**src/rtl/ibex_dummy_instr_burst.sv**
```systemverilog
// ibex_dummy_instr_burst: injects LFSR-timed bursts of rd=x0 register-register dummy ops ahead of ID.
// Ports: clk_i/rst_ni (async active-low); dummy_instr_en_i, dummy_instr_mask_i, dummy_burst_max_i,
//   dummy_class_en_i, dummy_seed_en_i/dummy_seed_i configure; fetch_valid_i/id_in_ready_i track real
//   fetches and acceptance; insert_dummy_instr_o/dummy_instr_data_o present the dummy; dummy_count_o
//   counts accepted dummies only when IBEX_DUMMY_INSTR_PERF_EN is defined (else tied to zero).
module ibex_dummy_instr_burst #(
  parameter int unsigned            LfsrWidth   = 32,
  parameter logic [LfsrWidth-1:0]   LfsrPoly    = 32'h80200003,
  parameter logic [LfsrWidth-1:0]   DefaultSeed = 32'hac533bf4,
  parameter int unsigned            CntW        = 5,
  parameter int unsigned            BurstW      = 2
) (
  input  logic                 clk_i,
  input  logic                 rst_ni,
  input  logic                 dummy_instr_en_i,
  input  logic [CntW-3:0]      dummy_instr_mask_i,
  input  logic [BurstW-1:0]    dummy_burst_max_i,
  input  logic [3:0]           dummy_class_en_i,
  input  logic                 dummy_seed_en_i,
  input  logic [LfsrWidth-1:0] dummy_seed_i,
  input  logic                 fetch_valid_i,
  input  logic                 id_in_ready_i,
  output logic                 insert_dummy_instr_o,
  output logic [31:0]          dummy_instr_data_o,
  output logic [31:0]          dummy_count_o
);
  localparam int unsigned B  = CntW;
  localparam int unsigned R2 = B + BurstW;
  localparam int unsigned R1 = R2 + 5;
  localparam int unsigned C  = R1 + 5;
  typedef enum logic {COUNT, BURST} state_e;
  state_e               state_q, state_d;
  logic [CntW-1:0]      cnt_q, cnt_d, thr;
  logic [LfsrWidth-1:0] seed_q, seed_d, lfsr_q, lfsr_d, lfsr_step;
  logic [BurstW:0]      remain_q, remain_d;
  logic [BurstW-1:0]    blen;
  logic [1:0]           cls, cls_eff;
  logic [6:0]           f7;
  logic [2:0]           f3;
  logic                 accept;
  always_comb begin
    thr                  = lfsr_q[B-1:0] & {dummy_instr_mask_i, 2'b11};
    blen                 = lfsr_q[R2-1:B] & dummy_burst_max_i;
    cls                  = lfsr_q[C+1:C];
    cls_eff              = dummy_class_en_i[cls] ? cls : 2'd0;
    f7                   = (cls_eff == 2'd1 || cls_eff == 2'd2) ? 7'h01 : 7'h00;
    f3                   = cls_eff == 2'd2 ? 3'b100 : cls_eff == 2'd3 ? 3'b111 : 3'b000;
    dummy_instr_data_o   = {f7, lfsr_q[R2+4:R2], lfsr_q[R1+4:R1], f3, 5'h00, 7'h33};
    insert_dummy_instr_o = (state_q == BURST) && dummy_instr_en_i;
    accept               = insert_dummy_instr_o && id_in_ready_i;
    lfsr_step            = (lfsr_q >> 1) ^ (lfsr_q[0] ? LfsrPoly : '0);
    seed_d               = dummy_seed_en_i ? seed_q ^ dummy_seed_i : seed_q;
    // A reseed overrides the step; an all-zero LFSR would lock up, so fall back to DefaultSeed.
    lfsr_d               = dummy_seed_en_i ? (seed_d == '0 ? DefaultSeed : seed_d) :
                           accept ? lfsr_step : lfsr_q;
  end
  always_comb begin
    state_d  = state_q;
    cnt_d    = cnt_q;
    remain_d = remain_q;
    if (state_q == COUNT) begin
      if (dummy_instr_en_i && cnt_q == thr) begin
        state_d  = BURST;
        remain_d = {1'b0, blen} + (BurstW+1)'(1);
      end else if (dummy_instr_en_i && id_in_ready_i && fetch_valid_i) begin
        cnt_d = cnt_q + CntW'(1);
      end
    end else if (!dummy_instr_en_i) begin
      state_d  = COUNT;
      cnt_d    = '0;
      remain_d = '0;
    end else if (accept) begin
      remain_d = remain_q - (BurstW+1)'(1);
      if (remain_q == (BurstW+1)'(1)) begin
        state_d = COUNT;
        cnt_d   = '0;
      end
    end
  end
  always_ff @(posedge clk_i or negedge rst_ni) begin
    if (!rst_ni) begin
      state_q  <= COUNT;
      cnt_q    <= '0;
      seed_q   <= '0;
      lfsr_q   <= DefaultSeed;
      remain_q <= '0;
    end else begin
      state_q  <= state_d;
      cnt_q    <= cnt_d;
      seed_q   <= seed_d;
      lfsr_q   <= lfsr_d;
      remain_q <= remain_d;
    end
  end
`ifdef IBEX_DUMMY_INSTR_PERF_EN
  logic [31:0] count_q, count_d;
  always_comb count_d = (accept && count_q != '1) ? count_q + 32'd1 : count_q;
  always_ff @(posedge clk_i or negedge rst_ni) begin
    if (!rst_ni) count_q <= '0;
    else         count_q <= count_d;
  end
  assign dummy_count_o = count_q;
`else
  assign dummy_count_o = 32'h0;
`endif
endmodule
```
**config.mk**
```make
export PLATFORM = sky130hd
export DESIGN_NAME = ibex_dummy_instr_burst
export DESIGN_NICKNAME = d
export VERILOG_FILES = /design/src/rtl/ibex_dummy_instr_burst.sv
export SDC_FILE = /design/constraint.sdc
export NUM_CORES = 1
export LEC_CHECK = 0
export ABC_AREA = 1
export CAP_MARGIN = 20
export CORE_MARGIN = 2
export CORE_UTILIZATION = 45
export CTS_CLUSTER_DIAMETER = 150
export DETAILED_ROUTE_END_ITERATION = 16
export GPL_ROUTABILITY_DRIVEN = 1
export GPL_TIMING_DRIVEN = 0
export PLACE_DENSITY = 0.77
export SLEW_MARGIN = 20
export SYNTH_ARGS = -nofsm -noshare
export SYNTH_HDL_FRONTEND = slang
export SYNTH_SLANG_ARGS = --single-unit
```
**constraint.sdc**
```tcl
create_clock -name clk_i -period 1.35 [get_ports clk_i]
set_input_delay 0.27 -clock clk_i [delete_from_list [all_inputs] [get_ports clk_i]]
set_output_delay 0.27 -clock clk_i [all_outputs]
set_load 0.1 [all_outputs]
```
Yosys cells after proc, flatten, opt, wreduce, memory -nomap -nowiden
Cells that the tools add are included.
- bits in registers: 73
- word-level logic and storage cells: 59
- output and inout bits: 65
- bits of input ports: 47
- $add $sub $neg: 3
- reduce and logical (&&, ||, !) cells: 12
- mux-type cells: 26
- magnitude comparators: 1
- bitwise gates (word level): 4
- equal/unequal tests: 8
- operators by type and width (kind ; number):
    32-bit two-way mux ; 5
    32-bit logical NOT ; 1
    31-bit by 32-bit XOR with 32-bit output ; 1
    32-bit XOR ; 1
    5-bit two-way mux ; 6
    3-bit two-way mux ; 6
    1-bit two-way mux ; 7
    3-bit by 2-bit != test with 1-bit output, second input constant ; 2
    2-bit nonzero test ; 3
    5-bit by 1-bit adder with 5-bit output, second input constant ; 1
    5-bit bitwise AND ; 1
    5-bit equality test ; 1
    1-bit logical AND ; 5
    2-bit equality test, second input constant ; 2
    4-bit AND reduction ; 1
    2-bit by 1-bit adder with 3-bit output, second input constant ; 1
    3-bit by 1-bit equality test with 1-bit output, second input constant ; 1
    2-bit by 3-bit < comparator with 1-bit output, second input constant ; 1
    3-bit by 1-bit subtractor with 3-bit output, second input constant ; 1
    2-bit bitwise AND ; 1
    1-bit binary-select mux with 2-bit select ; 1
    2-bit by 1-bit equality test with 1-bit output, second input constant ; 1
    2-bit two-way mux ; 1
    2-bit != test, second input constant ; 1
    other kinds (2) ; 2

Depth between registers and ports, before layout
- depth after elaboration: 6
- mapped depth: 14

Least setup slack after synthesis
Ideal clock, no wire load.
- kind: register to output
- from: register lfsr_q[17]
- to: output port dummy_instr_data_o[13]
- data required time: 1.080 ns
- arrival time: 3.284 ns
- slack: -2.204 ns
- cell stages (with the launch flop): 5
- cells stage by stage: dfstp_2 > nor2_1 > nor2_1 > ha_1 > buf_4
- longest elaborated chain between the ends: 6
- RTL lines (item ; line ; RTL):
    start, declared ; 34 ; logic [LfsrWidth-1:0] seed_q, seed_d, lfsr_q, lfsr_d, lfsr_step;
    start signal, assigned ; 85 ; lfsr_q <= DefaultSeed;
    start signal, assigned ; 91 ; lfsr_q <= lfsr_d;
    1-bit binary-select mux with 2-bit select ; 45 ; cls_eff = dummy_class_en_i[cls] ? cls : 2'd0;
    1-bit two-way mux (implied by the code) ; 45 ;
    2-bit two-way mux (*) ; 45 ;
    2-bit equality test ; 47 ; f3 = cls_eff == 2'd2 ? 3'b100 : cls_eff == 2'd3 ? 3'b111 : 3'b000;
    3-bit two-way mux ; 47 ;
    3-bit two-way mux (*) ; 47 ;
    end, declared ; 24 ; output logic [31:0] dummy_instr_data_o,
Every way passes the cells marked *; elsewhere a longest branch is shown, timed or not. The select of a mux whose other input is x is not followed.

Final worst setup path
- from: register lfsr_q[18]
- to: output port dummy_instr_data_o[13]
Same word-level chain as after synthesis.

==> flow_summary.ini <==
[synthesis]
yosys.area_share.adder_pct = 1.39
synth-edff-count = 0
yosys_warnings = 0
postSynthAreaPerCell_um2 = 7.15
synth.ff_latch_count = 73
ys_dominant_reg_cell = dfrtp_1
post_synthesis_share_of_cell_area_spent_on_and_or_nand_and_nor_gates_pct = 27.4
synth-compound-area-share_pct = 8.80
mappedNetlistArea_um2 = 4510
syn-instance-count = 630
netlist_top_cells_area = dfrtp_1 31%, nand2_1 17%, dfstp_2 10%, buf_4 10%, inv_1 7.3%
synth_seq_area_share_pct = 41.0
synth_xor_area_share_pct = 0.583
muxShareOfSynthArea_pct = 0
synth_top_family_by_area = simple AND/OR/NAND/NOR gates
asyncSetResetFlopFracSynth_pct = 100
synth_cell_types = 26
synth_top_area_share_pct = 30.5
post-synth-top-area-cell = dfrtp_1

[timing]
period_share_pct = 147
relSlewSlack_pct = 66.1
whs_ns = 0.321
hold_viol = 0
drv_slew = 0
worst_slew_pin_slew_ns = 0.508
grt_setup_unrepaired = yes
max_freq_mhz = 504
setup-tns-final_ns = -7.94
final.setup.worst_slack_ns = -0.634
setup_violations = 40
timing.final.crit_period_ns = 1.98
final.setup_skew_ns = 0.0139

[global_routing]
initial_antenna_violation_count = 0
grt_pass1_vias = 3961
groute.usage.overall_pct = 20.9
gr-total-overflow = 0
grt_start_max_net_pins = 59
grt_pass1_wl_um = 18400

[clock_network]
cts_max_level = 3
clock_tree.root_cell = clkbuf_8
tritoncts_num_sinks = 73
cts.clk_slew.worst_paths_ns = 0.08
clock_latency_ns = 0.35
tritoncts.num_buffers = 9
cts_tree = yes
cts-root-to-sink-buffers = 2

[critical_path]
criticalPathCategory = reg -> out
critPathMaxFanout = 4
cp.arrival_ns = 1.71
timing.critical_path.from_type = flip-flop
crit_required_ns = 1.08
worst_setup_path_end_kind = output pin

[power_and_ir_drop]
static-leakage-power_nw = 3.46
clockPowerShare_pct = 19.7
internal-power_mw = 5.57
peakVddDrop_uv = 872
power-per-cell-area_nw_per_um2 = 1490
p_seq_share_pct = 32.6
p_sw_share_pct = 43.1
share_comb_of_total_power_pct = 47.7
power.net_switching_mw = 4.22

[worst_hold_path]
hp-class = in -> async

[floorplanning]
die-area_um2 = 10800
top_level_ports = 112
die_w_um = 104
core_region_um2 = 9730
placementRows = 36
die-height_um = 104
initial_core_util_pct = 46.3

[placement]
portBuffers = 59
placed_cells_incl_taps = 871
dpl_worst_slack_ns = -1.39
place_hpwl_um = 7670
gp_congestion = 0.847

[layout]
final_cells = 917
area_occupied_by_multi_input_gates_um2 = 2350
final_core_utilization_pct = 67.6
layout_area_overhead_pct = 45.9
layout.nets = 833
layout.cells.most_common_list = 158 x nand2_1, 87 x buf_4, 83 x inv_1
drive_gt1_share_pct = 33.4
layout_commonest_cell = nand2_1
insertedDiodeCount = 0
fill_cells = 759
final-seq-area_um2 = 1850

[job]
max-cap-violations = 0

[detailed_routing]
dr.pass1.iters = 5
avgRoutedWirePerCell_um = 13.1
totalWireLength_um = 12000
antenna_left = 0
post-route-drc-count = 0
drt_iter0_drc = 171
vias_per_cell = 4.75
detailed_route_via_count = 4357

[outcome]
outcome = finished with violations
violations = negative setup slack
==> state kept, by name, summed over array words and instances, names as in the netlist <==
| register | flops |
|---|---|
| cnt_q | 5 |
| lfsr_q | 32 |
| remain_q | 3 |
| seed_q | 32 |
| state_q | 1 |
==> path summary, 6_finish.rpt <==
| kind | slack [ns] | startpoint | to | cells after the start |
|---|---|---|---|---|
| worst max-delay path | -0.63 | lfsr_q[18] | dummy_instr_data_o[13] | 6 |
| worst min-delay path | 0.32 | rst_ni | cnt_q[2] | 2 |
| worst max register to register | -0.25 | seed_q[2] | lfsr_q[29] | 12 |
| worst min register to register | 0.53 | lfsr_q[24] | lfsr_q[24] | 2 |
| max in group asynchronous | 0.40 | rst_ni | lfsr_q[5] | 3 |
| min in group clk_i | 0.33 | dummy_seed_en_i | seed_q[23] | 4 |
==> logic make-up (layout without fill, tap and decap cells) <==
kind of cell	Yosys count	after routing
and+or+nand+nor	306	307
buffers and inverters	169	274
DFF	73	73
AOI/OAI and AO/OA	72	72
adders and majority gates	5	5
xor gates and xnor gates	3	3
other	2	50
==> timing repair <==
item                                    CTS  global route
gates resized for setup                 193            64
buffers inserted                         20            16
endpoints found under the setup margin   55            55
hold buffers                              1             0
hold endpoints to repair                 12             0
pin swaps                                27            38
gates cloned                              2             0
==> synthesized netlist by cell type, drive strengths merged, types with 3 or more instances <==
cell type	count
clkbuf	7
a31oi	10
inv	89
nand3	40
or2	3
o21ai	26
ha	5
dfrtp	55
a21oi	30
xor2	3
buf	73
nor2	55
nand2	204
dfstp	18
nor3	3
==> cell type report <==
class	instances	share of cell area, %
buffer	73	8.90
clock buffer	11	2.30
clock inverter	3	0.989
inverter	89	5.14
multi-input combinational	437	35.7
sequential	73	28.2
tap	133	2.53
timing repair buffer	98	16.3
==> per-layer routing <==
layer  global-route usage (%)  routed length [µm]  up-vias
li1                         -                   -     2125
met4                     8.40                 217        0
met2                     35.4                5880      174
met5                        0                   0        -
met3                     3.82                 743       19
met1                     26.3                5140     2039
==> critical path, cell delays in order, from the launching register on <==
cell and delay (ns):
dfrtp_1 0.45, inv_1 0.09, nand2_1 0.07, a21oi_1 0.29, ha_4 0.21, buf_12 0.10
buf_12 0.16
==> through the flow <==
step / cell area, µm² / power [mW]
after global placement: 5540 / 6.70
after global routing: 6580 / 10.3
after CTS: 6240 / 9.28
final: 6580 / 9.79
after floorplan: 4780 / 6.06
after detailed placement: 5570 / 6.82
==> power by group through the flow <==
stage | clock network [mW] | logic [mW] | registers (mW)
global route | 2.05 | 4.97 | 3.24
CTS | 1.95 | 4.17 | 3.17
finish | 1.93 | 4.67 | 3.19
floorplan | 0 | 3.01 | 3.06
global placement | 0 | 3.56 | 3.14
detailed placement | 0 | 3.65 | 3.16
No activity file was read; power rests on OpenSTA's default activity.
